$ cat src/rtl/register_renamer_pkg.sv
// Shared types for the register renamer: physical/architectural addresses,
// global-control input and the renamer FSM encoding.
package register_renamer_pkg;
    localparam int ARCH_REGS = 32;
    localparam int PHYS_REGS = 64;

    typedef logic [5:0] phys_addr_t;
    typedef logic [4:0] arch_addr_t;

    typedef struct packed {
        logic fetch_flush;
    } gc_outputs_t;

    typedef enum logic {RN_INIT, RN_RUN} rn_state_t;

    // Free-list preload value for INIT step i: phys 32+i
    function automatic phys_addr_t fl_preload(input logic [4:0] i);
        return {1'b1, i};
    endfunction
endpackage

$ cat src/rtl/register_renamer_free_list.sv
// Dual-push, single-pop 64-entry free list of physical registers.
// Optional macro RENAMER_FREE_LIST_BYPASS_EN forwards push0 to the head when empty.
module register_renamer_free_list
    import register_renamer_pkg::*;
(
    input  logic       i_clk,
    input  logic       i_rst_n,
    input  logic       i_push0,
    input  phys_addr_t i_push0_data,
    input  logic       i_push1,
    input  phys_addr_t i_push1_data,
    input  logic       i_pop,
    output phys_addr_t o_head,
    output logic       o_avail
);
    phys_addr_t r_mem [PHYS_REGS];
    logic [5:0] r_rd_ptr, r_wr_ptr;
    logic [6:0] r_count;
    logic [7:0] w_count_nxt;
    logic [5:0] w_wr1;

    // push1 lands behind push0 when both are active
    assign w_wr1       = r_wr_ptr + 6'(i_push0);
    assign w_count_nxt = {1'b0, r_count} + 8'(i_push0) + 8'(i_push1) - 8'(i_pop);

    always_ff @(posedge i_clk) begin
        if (i_push0) r_mem[r_wr_ptr] <= i_push0_data;
        if (i_push1) r_mem[w_wr1]    <= i_push1_data;
    end

    always_ff @(posedge i_clk or negedge i_rst_n) begin
        if (!i_rst_n) begin
            r_rd_ptr <= '0;
            r_wr_ptr <= '0;
            r_count  <= '0;
        end else begin
            r_rd_ptr <= r_rd_ptr + 6'(i_pop);
            r_wr_ptr <= r_wr_ptr + 6'(i_push0) + 6'(i_push1);
            r_count  <= w_count_nxt[6:0];
        end
    end

`ifdef RENAMER_FREE_LIST_BYPASS_EN
    logic w_byp;
    assign w_byp   = (r_count == '0) & i_push0;
    assign o_head  = w_byp ? i_push0_data : r_mem[r_rd_ptr];
    assign o_avail = (r_count != '0) | w_byp;
`else
    assign o_head  = r_mem[r_rd_ptr];
    assign o_avail = (r_count != '0);
`endif

    // Catches both overflow past 64 and popping an empty list
    a_count_range: assert property (@(posedge i_clk) disable iff (!i_rst_n) w_count_nxt <= 8'd64);
endmodule

$ cat src/rtl/register_renamer.sv
// Decode-stage register renamer: map table, per-ID rename records and free list.
// Optional macro RENAMER_FREE_LIST_BYPASS_EN (see free list) enables zero-latency recycle.
module register_renamer
    import register_renamer_pkg::*;
#(
    parameter int NUM_WB_GROUPS = 2,
    parameter int READ_PORTS    = 2,
    parameter int MAX_IDS       = 8,
    parameter int USE_ZERO      = 0,
    localparam int GW  = (NUM_WB_GROUPS > 1) ? $clog2(NUM_WB_GROUPS) : 1,
    localparam int IDW = (MAX_IDS > 1) ? $clog2(MAX_IDS) : 1
) (
    input  logic                           i_clk,
    input  logic                           i_rst_n,
    input  gc_outputs_t                    i_gc,
    input  arch_addr_t [READ_PORTS-1:0]    i_decode_rs_addr,
    input  arch_addr_t                     i_decode_rd_addr,
    input  logic                           i_decode_uses_rd,
    input  logic [GW-1:0]                  i_decode_wb_group,
    input  logic [IDW-1:0]                 i_decode_id,
    input  logic                           i_decode_advance,
    output phys_addr_t [READ_PORTS-1:0]    o_decode_phys_rs_addr,
    output logic [READ_PORTS-1:0][GW-1:0]  o_decode_rs_wb_group,
    output phys_addr_t                     o_decode_phys_rd_addr,
    output logic                           o_rename_ready,
    input  logic                           i_retire_valid,
    input  logic [IDW-1:0]                 i_retire_id,
    input  logic                           i_squash_valid,
    input  logic [IDW-1:0]                 i_squash_id
);
    rn_state_t  r_state, w_state_nxt;
    logic [4:0] r_init_cnt;
    logic       w_run;

    phys_addr_t    r_map_phys [ARCH_REGS];
    logic [GW-1:0] r_map_grp  [ARCH_REGS];

    arch_addr_t    r_rec_rd   [MAX_IDS];
    phys_addr_t    r_rec_old  [MAX_IDS];
    logic [GW-1:0] r_rec_grp  [MAX_IDS];
    phys_addr_t    r_rec_new  [MAX_IDS];
    logic [MAX_IDS-1:0] r_rec_vld;

    logic       w_ready, w_rename, w_ret_push, w_sq_push, w_fl_avail, w_push0;
    phys_addr_t w_fl_head, w_push0_data;

    always_ff @(posedge i_clk or negedge i_rst_n) begin
        if (!i_rst_n) begin
            r_state    <= RN_INIT;
            r_init_cnt <= '0;
        end else begin
            r_state <= w_state_nxt;
            if (r_state == RN_INIT) r_init_cnt <= r_init_cnt + 5'd1;
        end
    end

    always_comb begin
        w_state_nxt = r_state;
        w_run       = 1'b0;
        case (r_state)
            RN_INIT: if (r_init_cnt == 5'd31) w_state_nxt = RN_RUN;
            RN_RUN:  w_run = 1'b1;
            default: w_state_nxt = RN_INIT;
        endcase
    end

    // A squash owns the map write port, so it blocks renaming in the same cycle
    assign w_ready    = w_run & w_fl_avail & ~i_squash_valid;
    assign w_rename   = i_decode_advance & i_decode_uses_rd & ((USE_ZERO != 0) | (|i_decode_rd_addr))
                      & ~i_gc.fetch_flush & w_ready;
    assign w_ret_push = w_run & i_retire_valid & r_rec_vld[i_retire_id];
    assign w_sq_push  = w_run & i_squash_valid & r_rec_vld[i_squash_id];

    assign w_push0      = ~w_run | w_ret_push;
    assign w_push0_data = w_run ? r_rec_old[i_retire_id] : fl_preload(r_init_cnt);

    register_renamer_free_list u_free_list (
        .i_clk        (i_clk),
        .i_rst_n      (i_rst_n),
        .i_push0      (w_push0),
        .i_push0_data (w_push0_data),
        .i_push1      (w_sq_push),
        .i_push1_data (r_rec_new[i_squash_id]),
        .i_pop        (w_rename),
        .o_head       (w_fl_head),
        .o_avail      (w_fl_avail)
    );

    always_ff @(posedge i_clk) begin
        if (!w_run) begin
            r_map_phys[r_init_cnt] <= {1'b0, r_init_cnt};
            r_map_grp[r_init_cnt]  <= '0;
        end else if (w_sq_push) begin
            r_map_phys[r_rec_rd[i_squash_id]] <= r_rec_old[i_squash_id];
            r_map_grp[r_rec_rd[i_squash_id]]  <= r_rec_grp[i_squash_id];
        end else if (w_rename) begin
            r_map_phys[i_decode_rd_addr] <= w_fl_head;
            r_map_grp[i_decode_rd_addr]  <= i_decode_wb_group;
        end
    end

    always_ff @(posedge i_clk) begin
        if (w_rename) begin
            r_rec_rd[i_decode_id]  <= i_decode_rd_addr;
            r_rec_old[i_decode_id] <= r_map_phys[i_decode_rd_addr];
            r_rec_grp[i_decode_id] <= r_map_grp[i_decode_rd_addr];
            r_rec_new[i_decode_id] <= w_fl_head;
        end
    end

    always_ff @(posedge i_clk or negedge i_rst_n) begin
        if (!i_rst_n)                     r_rec_vld <= '0;
        else if (w_run & i_decode_advance) r_rec_vld[i_decode_id] <= w_rename;
    end

    for (genvar p = 0; p < READ_PORTS; p++) begin : g_rs
        assign o_decode_phys_rs_addr[p] = r_map_phys[i_decode_rs_addr[p]];
        assign o_decode_rs_wb_group[p]  = r_map_grp[i_decode_rs_addr[p]];
    end

    assign o_decode_phys_rd_addr = w_fl_head;
    assign o_rename_ready        = w_ready;
endmodule

$ cat config.mk
export PLATFORM = sky130hd
export DESIGN_NAME = register_renamer
export DESIGN_NICKNAME = d
export VERILOG_FILES = /design/src/rtl/register_renamer_pkg.sv /design/src/rtl/register_renamer_free_list.sv /design/src/rtl/register_renamer.sv
export SDC_FILE = /design/constraint.sdc
export NUM_CORES = 1
export LEC_CHECK = 0
export ABC_CLOCK_PERIOD_IN_PS = 4950
export BUFFER_PORTS_ARGS = -buffer_cell sky130_fd_sc_hd__buf_2
export CAP_MARGIN = 20
export CORE_UTILIZATION = 58
export DETAILED_ROUTE_END_ITERATION = 7
export PLACE_DENSITY = 0.84
export SLEW_MARGIN = 5
export SYNTH_ARGS = -nofsm -noshare
export SYNTH_HDL_FRONTEND = slang
export SYNTH_SLANG_ARGS = --single-unit
$ cat constraint.sdc
create_clock -name i_clk -period 4.95 [get_ports i_clk]
set_input_delay 0.99 -clock i_clk [delete_from_list [all_inputs] [get_ports i_clk]]
set_output_delay 0.99 -clock i_clk [all_outputs]
set_load 0.01 [all_outputs]
== Word level (Yosys, flattened, before mapping) ==
Memory sizes are Yosys's and may differ from the RTL's.
Cells that the tools add are included.

* Flip-flop bits (word level): 33
* Input port bits: 32
* Memories kept: 7
* Output and inout port bits: 21
* Logic and storage cells: 82
* Memory bits (writable): 752

* Reduce and logical (&&, ||, !) cells: 7
* Bitwise gates (word level): 15
* $add $sub $neg: 7
* Order comparisons: 4
* Multiplexer cells: 35
* Equal/unequal tests: 1

{| class="wikitable"
|+ Memory list
! name !! depth !! width !! rd ports !! clocked after memory_dff !! write ports !! RTL line !! text
|-
| u_free_list.r_mem || 64 || 6 || 1 || 0 || 2 || register_renamer_free_list.sv:16 || <nowiki>phys_addr_t r_mem [PHYS_REGS];</nowiki>
|-
| r_map_phys || 32 || 6 || 3 || 0 || 1 || register_renamer.sv:35 || <nowiki>phys_addr_t r_map_phys [ARCH_REGS];</nowiki>
|-
| r_rec_new || 8 || 6 || 1 || 0 || 1 || register_renamer.sv:41 || <nowiki>phys_addr_t r_rec_new [MAX_IDS];</nowiki>
|-
| r_rec_old || 8 || 6 || 2 || 0 || 1 || register_renamer.sv:39 || <nowiki>phys_addr_t r_rec_old [MAX_IDS];</nowiki>
|-
| r_rec_rd || 8 || 5 || 1 || 0 || 1 || register_renamer.sv:38 || <nowiki>arch_addr_t r_rec_rd [MAX_IDS];</nowiki>
|-
| r_map_grp || 32 || 1 || 3 || 0 || 1 || register_renamer.sv:36 || <nowiki>logic [GW-1:0] r_map_grp [ARCH_REGS];</nowiki>
|-
| +1 memories || n/a || n/a || n/a || n/a || n/a || n/a ||
|}

{| class="wikitable"
|+ Operators by type and width
! cell !! number
|-
| $mux W1 || 24
|-
| $mux W5 || 4
|-
| $add A6 B1 Y6 || 3
|-
| $mux W6 || 3
|-
| $add A7 B1 Y7 || 2
|-
| $lt A3 B4 Y1 const B || 3
|-
| $reduce_or A6 Y1 || 2
|-
| $and A1 B1 Y1 || 11
|-
| $bwmux W8 || 1
|-
| $reduce_bool A7 Y1 || 1
|-
| $sub A7 B1 Y7 || 1
|-
| $bmux W1 S3 || 2
|-
| $add A5 B1 Y5 const B || 1
|-
| $eq A5 B5 Y1 const B || 1
|-
| $reduce_or A5 Y1 || 1
|-
| $demux W1 S3 || 1
|-
| $ge A3 B1 Y1 const B || 1
|-
| $not A1 Y1 || 3
|-
| $reduce_or A1 Y1 || 2
|-
| $logic_and A1 B1 Y1 || 1
|-
| $or A1 B1 Y1 || 1
|}

== Depth between registers and ports, before layout ==
Gate-level depths: netlist of run 1.

* Depth after elaboration: 10
* Depth in mapped cells: 15
* Mapped depth without buffers: 13

== By module ==
From an unflattened synthesis of run 1, not the netlist that was laid out.

* Cells, all modules: 2,390
* Area total of the unflattened synthesis: 40,572.7 µm²

{| class="wikitable"
|+ Modules (own cells, without submodules)
! module !! sequential area each (µm²) !! area each (µm²) !! cells an instance !! instances
|-
| register_renamer_free_list || 12,006.5 || 21,536.9 || 1,467 || 1
|-
| register_renamer || 11,400.9 || 19,035.8 || 923 || 1
|}

== Least setup slack after synthesis of run 1 ==
No wires, ideal clock.

* Kind: input to register
* Start: in i_retire_id[0]
* End: mem u_free_list.r_mem[47][0] in the netlist's numbering, enable pin
* Stages: 13
* Setup slack: -0.213 ns
* Required time: 4.573 ns
* Arrival: 4.785 ns
* Path buffers: 3
* Setup time: 0.377 ns
* Path through: clkbuf_1 -> mux4_2 -> mux2_2 -> a21oi_1 -> inv_1 -> ha_1 -> ha_1 -> xor2_1 -> nand2_1 -> or3_1 -> buf_2 -> buf_2 -> o21ai_0

{| class="wikitable"
|+ RTL lines
! element !! RTL line !! text
|-
| from (decl) || register_renamer.sv:27 || <nowiki>input logic [IDW-1:0] i_retire_id,</nowiki>
|-
| to (decl) || register_renamer_free_list.sv:16 ||
|}

== Final worst setup path of run 1 ==
* Start: reg u_free_list.r_rd_ptr[0]
* End: out o_decode_phys_rd_addr[2]

* Word-level cells in the longest chain between the ends: 1

{| class="wikitable"
|+ Ends and longest elaborated chain
! element !! RTL line !! text
|-
| from (decl) || register_renamer_free_list.sv:17 || <nowiki>logic [5:0] r_rd_ptr, r_wr_ptr;</nowiki>
|-
| from (signal assigned) || register_renamer_free_list.sv:37 || <nowiki>r_rd_ptr <= r_rd_ptr + 6'(i_pop);</nowiki>
|-
| $mem_v2 Z64 W6 || n/a ||
|-
| to (decl) || register_renamer.sv:24 || <nowiki>output phys_addr_t o_decode_phys_rd_addr,</nowiki>
|}

No other way between the ends.

==> out/qor.yml, run 1 <==
status: "finished clean"
synth_top_area_cell: "edfxtp_1"
required_ps: 3960
layout.nets: 2523
wire_per_inst_um: 32.5
tritoncts: "done"
p_sw_share_pct: 28.2
syn2layout_area_growth_pct: 12.0
p_per_area_mw_per_mm2: 386
fin_area_mm2: 0.0452
slowest_stage: "dfrtp_4"
synthTopCellsByArea: "edfxtp_1 (56%), mux4_2 (18%), mux2i_1 (12%)"
p_sw_mw: 4.92
port_buffers: 52
hold_viol_final: 0
cts_resized: 0
setup_viol: 0
ys_types: 63
max_stage_delay_ps: 730
first_pass_iters: 8
synth_common_cells: "edfxtp_1 (752), mux2i_1 (486), mux4_2 (320)"
post_dp_cell_area_mm2: 0.0425
path_max_fanout: 20
comb_power_share_pct: 20.1
antenna_found_initial: 1
clock_sinks: 785
synthFlopType: "edfxtp_1"
start_kind: "flop"
wl_mm: 113
grt_max_degree: 67
drive_above_1_share_pct: 30.6
place_congestion: 0.968
worstPathCellList: "buf_4 -> mux4_2 -> o21ai_0 -> a22oi_1 -> a22o_2 -> buf_2"
overflow: 0
grt_usage_pct: 32.3
start_util_pct: 58.7
slew_viol_final: 0
netlist_area_mm2: 0.0404
chipWidth_um: 266
drc_errors: 0
core-area_mm2: 0.0687
worstSetupPathType: "flop to output pin"
arrival_ps: 3910
syn_area_per_cell_um2: 16.9
rsz0062_at_grt: "false"
h-tree-depth: 3
cts_buffers: 81
synthDominantCellAreaShare_pct: 56.0
yosysSeqAreaShare_pct: 58.0
drt_iter0_drc: 3882
ios: 53
grt_pass1_wl_mm: 167
die_height_um: 266
slew_headroom_pct: 22.2
ff2ff_path_depth: 12
hp-class: "primary input to asynchronous set/reset pin"
via_per_inst: 7.33
yosysWarnings: 0
final.min_clock_period_ps: 4900
cts_root_buf: "clkbuf_16"
dp_hpwl_mm: 70.6
insertion_delay_ps: 660
synthArstFlopShare_pct: 4.20
clockBufferDepth: 3
yosys_register_bits: 785
maxCapViolCount: 0
fin_crit_sh_pct: 98.9
grt_pass1_vias: 25900
syn_inst: 2381
worstMarginPinSlew_ps: 1170
p_leak_nw: 15.4
cts_hold_buf: 0
placementRows: 96
num_vias: 25500
antenna_left: 0
cts_setup_buffers: 0
pwr-share-clk_pct: 35.7
irDropWorstVdd_mv: 0.317
clk_pin_slew_ps: 70
critPathCaptureType: "output pin"
synth_edf_count: 752
yosysMostFrequentCell: "edfxtp_1"
fmax_mhz: 204
power_frac_seq_pct: 44.1
dieArea_mm2: 0.0706
fin_worst_skew_ps: 39.9
syn_nets: 2432
finalSetupTns_ps: 0
cell_internal_pwr_mw: 12.5
==> metrics by stage <==
stage / std cells / hold slack [ps] / total power [mW] / util, % / worst slack, ps
global placement: 3319 / 517 / 11.1 / 61.8 / 220
detailed placement: 3320 / 539 / 11.2 / 61.8 / 150
floorplan: 2381 / 473 / 10.1 / - / 54.6
finish: 3472 / 452 / 17.4 / 65.8 / 52.2
global route: 3470 / 490 / 17.8 / 65.8 / 20.6
CTS: 3470 / 478 / 17.4 / 65.8 / 152
==> layout make-up <==
class / instances / area [µm²]
diodes: 2 / 5.00
clock inverters: 47 / 557
flip-flops and latches: 785 / 23400
multi-input cells: 1368 / 16100
inverters: 16 / 60.1
well taps: 931 / 1160
fillers: 4467 / 23500
clock buffers: 103 / 2150
repair buffers: 220 / 1690
==> worst paths after layout <==
kind | to | startpoint | slack, ps
setup / recovery | o_decode_phys_rd_addr[2] | u_free_list.r_rd_ptr[0]$_DFF_PN0_ | 50
hold / removal | u_free_list.r_rd_ptr[5]$_DFF_PN0_ | i_rst_n | 450
setup reg to reg | r_map_phys[13][5]$_DFFE_PP_ | r_state$_DFF_PN0_ | 450
hold reg to reg | r_rec_vld[0]$_DFFE_PN0P_ | r_rec_vld[0]$_DFFE_PN0P_ | 560
max in group asynchronous | u_free_list.r_rd_ptr[0]$_DFF_PN0_ | i_rst_n | 3820
min in group i_clk | r_rec_vld[0]$_DFFE_PN0P_ | r_rec_vld[0]$_DFFE_PN0P_ | 560
==> registers in the layout, summed over array words and instances (netlist names) <==
register              flops
u_free_list.r_mem       384
r_map_phys              192
r_rec_new                48
r_rec_old                48
r_rec_rd                 40
r_map_grp                32
r_rec_grp                 8
r_rec_vld                 8
u_free_list.r_count       7
u_free_list.r_rd_ptr      6
u_free_list.r_wr_ptr      6
r_init_cnt                5
r_state                   1
==> worst max-delay path, delay by kind of cell (launching register included) <==
family / cells / cell delay, ps
mux: 1 / 570
flops: 1 / 730
buf+inv: 2 / 630
compound gates: 3 / 1290
==> cells in the final DEF (no fill, tap or decap), types with 13 or more instances in the layout <==
cell	count
clkinv_2	16
o21ai_0	48
o22ai_1	51
a21oi_1	24
dfrtp_1	31
buf_4	157
nor2_1	63
clkbuf_1	19
buf_2	49
mux2i_1	480
nor2_2	24
nand2_1	56
mux2_2	37
a22oi_1	17
xnor2_1	16
clkbuf_16	82
inv_1	15
mux4_2	320
nand3_1	20
edfxtp_1	752
ha_1	17
a211oi_1	13
==> routing by layer <==
layer / global-route usage (%) / share of wire, % / vias up
met5: 0 / 0.017 / -
met4: 16.0 / 5.2 / 2
met3: 7.74 / 13 / 433
met2: 51.0 / 48 / 2138
met1: 42.3 / 34 / 12900
li1: - / - / 9986
==> logic make-up (layout without fill, tap and decap cells) <==
family | count (synthesis) | count (layout) | synth area share [%]
mux | 843 | 843 | 30.9
flops | 785 | 785 | 58.0
simple gates | 257 | 257 | 3.77
buf+inv | 228 | 386 | 2.45
compound gates | 225 | 225 | 3.67
xor+xnor | 24 | 24 | 0.521
fa+ha+maj | 19 | 19 | 0.626
other cells | 0 | 2 | 0
==> power groups by stage <==
stage / sequential, mW / combinational [mW] / clock [mW]
finish: 7.70 / 3.51 / 6.23
CTS: 7.69 / 3.41 / 6.26
global placement: 7.82 / 3.28 / 0
floorplan: 7.71 / 2.39 / 0
global route: 7.71 / 3.63 / 6.49
detailed placement: 7.83 / 3.37 / 0
Note: power is estimated with default switching activity, not from simulation.
==> run 2, diff against run 1 <==
--- a/config.mk
+++ b/config.mk
@@ -5,12 +5,13 @@
 export SDC_FILE = /design/constraint.sdc
 export NUM_CORES = 1
 export LEC_CHECK = 0
-export ABC_CLOCK_PERIOD_IN_PS = 4950
-export BUFFER_PORTS_ARGS = -buffer_cell sky130_fd_sc_hd__buf_2
+export ABC_CLOCK_PERIOD_IN_PS = 5000
 export CAP_MARGIN = 20
 export CORE_UTILIZATION = 58
 export DETAILED_ROUTE_END_ITERATION = 7
+export DONT_BUFFER_PORTS = 1
 export PLACE_DENSITY = 0.84
+export RECOVER_POWER = 25
 export SLEW_MARGIN = 5
 export SYNTH_ARGS = -nofsm -noshare
 export SYNTH_HDL_FRONTEND = slang
==> constraint.sdc (replaced) <==
create_clock -name i_clk -period 5 [get_ports i_clk]
set_input_delay 1 -clock i_clk [delete_from_list [all_inputs] [get_ports i_clk]]
set_output_delay 1 -clock i_clk [all_outputs]
set_load 0.01 [all_outputs]
==> run 2 against run 1 <==
  * Highest routed layer is now met4
  * Die area unchanged
  * Final cell count fell by 3.0%
  * Worst setup slack improved by 120 ps
  * Routed wire length is 1.2% lower
  * Hold slack worse by 400 ps
  * Register-to-register slack got worse by 260 ps
  * Non-clock buffer count shrank 106
  * Combinational power is 8.8% lower
  * The run now ends with capacitance limit, slew limit left
  * Cell area is 1.6% lower
  * Via count is 2.5% lower
  * Power fell by 0.93%
==> out/qor.yml, run 2 (synthesis gave the netlist of run 1 again) <==
via_per_inst: 7.37
h-tree-depth: 3
clockBufferDepth: 3
layout_common_cells: "edfxtp_1 (752), mux2i_1 (480), mux4_2 (320)"
grt_usage_pct: 31.9
grt_pass1_wl_mm: 165
critPathCaptureType: "output pin"
required_ps: 4000
hold_viol_final: 0
clock_sinks: 785
violations: "capacitance limit, slew limit"
arrival_ps: 3830
wl_mm: 111
p_sw_mw: 4.73
fmax_mhz: 207
antenna_found_initial: 1
p_sw_share_pct: 27.4
cell_internal_pwr_mw: 12.5
r2r_start: "u_free_list.r_count[4]$_DFF_PN0_"
status: "complete, but fails checks"
worstMarginPinSlew_ps: 1560
multi_input_area_mm2: 0.0161
drt_iter0_drc: 3538
place_congestion: 0.941
wire_per_inst_um: 33.1
start_kind: "flop"
fin_worst_skew_ps: 34.3
whs_ps: 53.7
finalPower_mw: 17.3
drc_errors: 0
irDropWorstVdd_mv: 0.369
power_frac_seq_pct: 44.3
hp-class: "primary input to asynchronous set/reset pin"
start_util_pct: 58.7
die_height_um: 266
reg_top3: "u_free_list.r_mem (384), r_map_phys (192)"
syn2layout_area_growth_pct: 10.2
comb_power_share_pct: 18.5
placementRows: 96
p_per_area_mw_per_mm2: 389
setup.worst_path.start: "u_free_list.r_rd_ptr[0]$_DFF_PN0_"
first_pass_iters: 6
tritoncts: "done"
grt_pass1_vias: 25300
chipWidth_um: 266
n_fill_cell: 4507
dp_hpwl_mm: 67.8
slew_viol_final: 41
cts_buffers: 82
cts_resized: 0
cts_hold_buf: 0
antenna_left: 0
num_vias: 24800
cts_root_buf: "clkbuf_16"
fin_crit_sh_pct: 96.5
regArea_mm2: 0.0234
core-area_mm2: 0.0687
clk_pin_slew_ps: 70
overflow: 0
port_buffers: 0
largest_reg_flops: 384
cts_setup_buffers: 0
layout.nets: 2418
p_leak_nw: 14.9
pwr-share-clk_pct: 37.2
finalSetupTns_ps: 0
path_max_fanout: 28
slew_headroom_pct: -4.88
worstSetupPathType: "flop to output pin"
largest_register: "u_free_list.r_mem"
rsz0062_at_grt: "false"
finish.utilization_pct: 64.7
ios: 53
maxCapViolCount: 2
insertion_delay_ps: 660
drive_above_1_share_pct: 26.1
setup_viol: 0
grt_max_degree: 68
dieArea_mm2: 0.0706
layout_commonest_cell: "edfxtp_1"
final.min_clock_period_ps: 4830
[run 2: cell count changes in the layout (fill, tap and decap cells not counted), sizes merged]
cell,delta
buf,-118
bufinv,+3
clkbuf,+10
clkinv,+4
clkinvlp,+1
diode,-1
inv,-4
[run 2: critical path: stages (launching register included)]
cell      delay [ps]
dfrtp_4          800
buf_4            500
mux2i_1          210
a221oi_1         340
o21ai_0          160
a22oi_1          370
a22o_1           740
[run 2: layout make-up]
| class | count | share of cell area (%) |
|---|---|---|
| Antenna cell | 1 | 0.00563 |
| Clock buffer | 101 | 4.99 |
| Clock inverter | 51 | 1.35 |
| Inverter | 16 | 0.135 |
| Multi-Input combinational cell | 1368 | 36.3 |
| Sequential cell | 785 | 52.7 |
| Tap cell | 931 | 2.62 |
| Timing Repair Buffer | 114 | 1.97 |
[run 2: routing by layer]
layer  part of all wire, %  global-route usage, %  vias up  wire length (µm)
met4                   6.2                   17.1        0              6930
met3                    11                   7.22      437             12600
met1                    34                   40.1    12600             37500
met5                     0                      0        -                 0
met2                    49                   52.0     1998             54400
li1                      -                      -     9757                 -
[run 2: power groups by stage]
stage	logic (mW)	clock network, mW	registers (mW)
detailed placement	3.12	0	7.78
global placement	3.02	0	7.77
global route	3.31	6.67	7.66
CTS	3.14	6.44	7.65
floorplan	2.36	0	7.63
finish	3.20	6.42	7.66
[run 2: metrics by stage]
stage          std cells  worst slack, ps  area (µm²)
4_1_cts             3365              296       44500
6_report            3367              175       44500
3_3_place_gp        3213              199       41700
3_5_place_dp        3213             49.6       41700
5_1_grt             3366              144       44500
2_1_floorplan       2381             94.6       40400
[run 2: final timing paths]
path / to / slack (ps) / cells after the start
max: o_decode_phys_rd_addr[0] / 170 / 6
min: u_free_list.r_rd_ptr[0]$_DFF_PN0_ / 50 / 0
max reg2reg: r_map_phys[21][3]$_DFFE_PP_ / 190 / 11
min reg2reg: r_rec_vld[0]$_DFFE_PN0P_ / 550 / 1
max in group asynchronous: r_rec_vld[7]$_DFFE_PN0P_ / 4820 / 0
min in group i_clk: r_rec_rd[5][2]$_DFFE_PP_ / 460 / 0
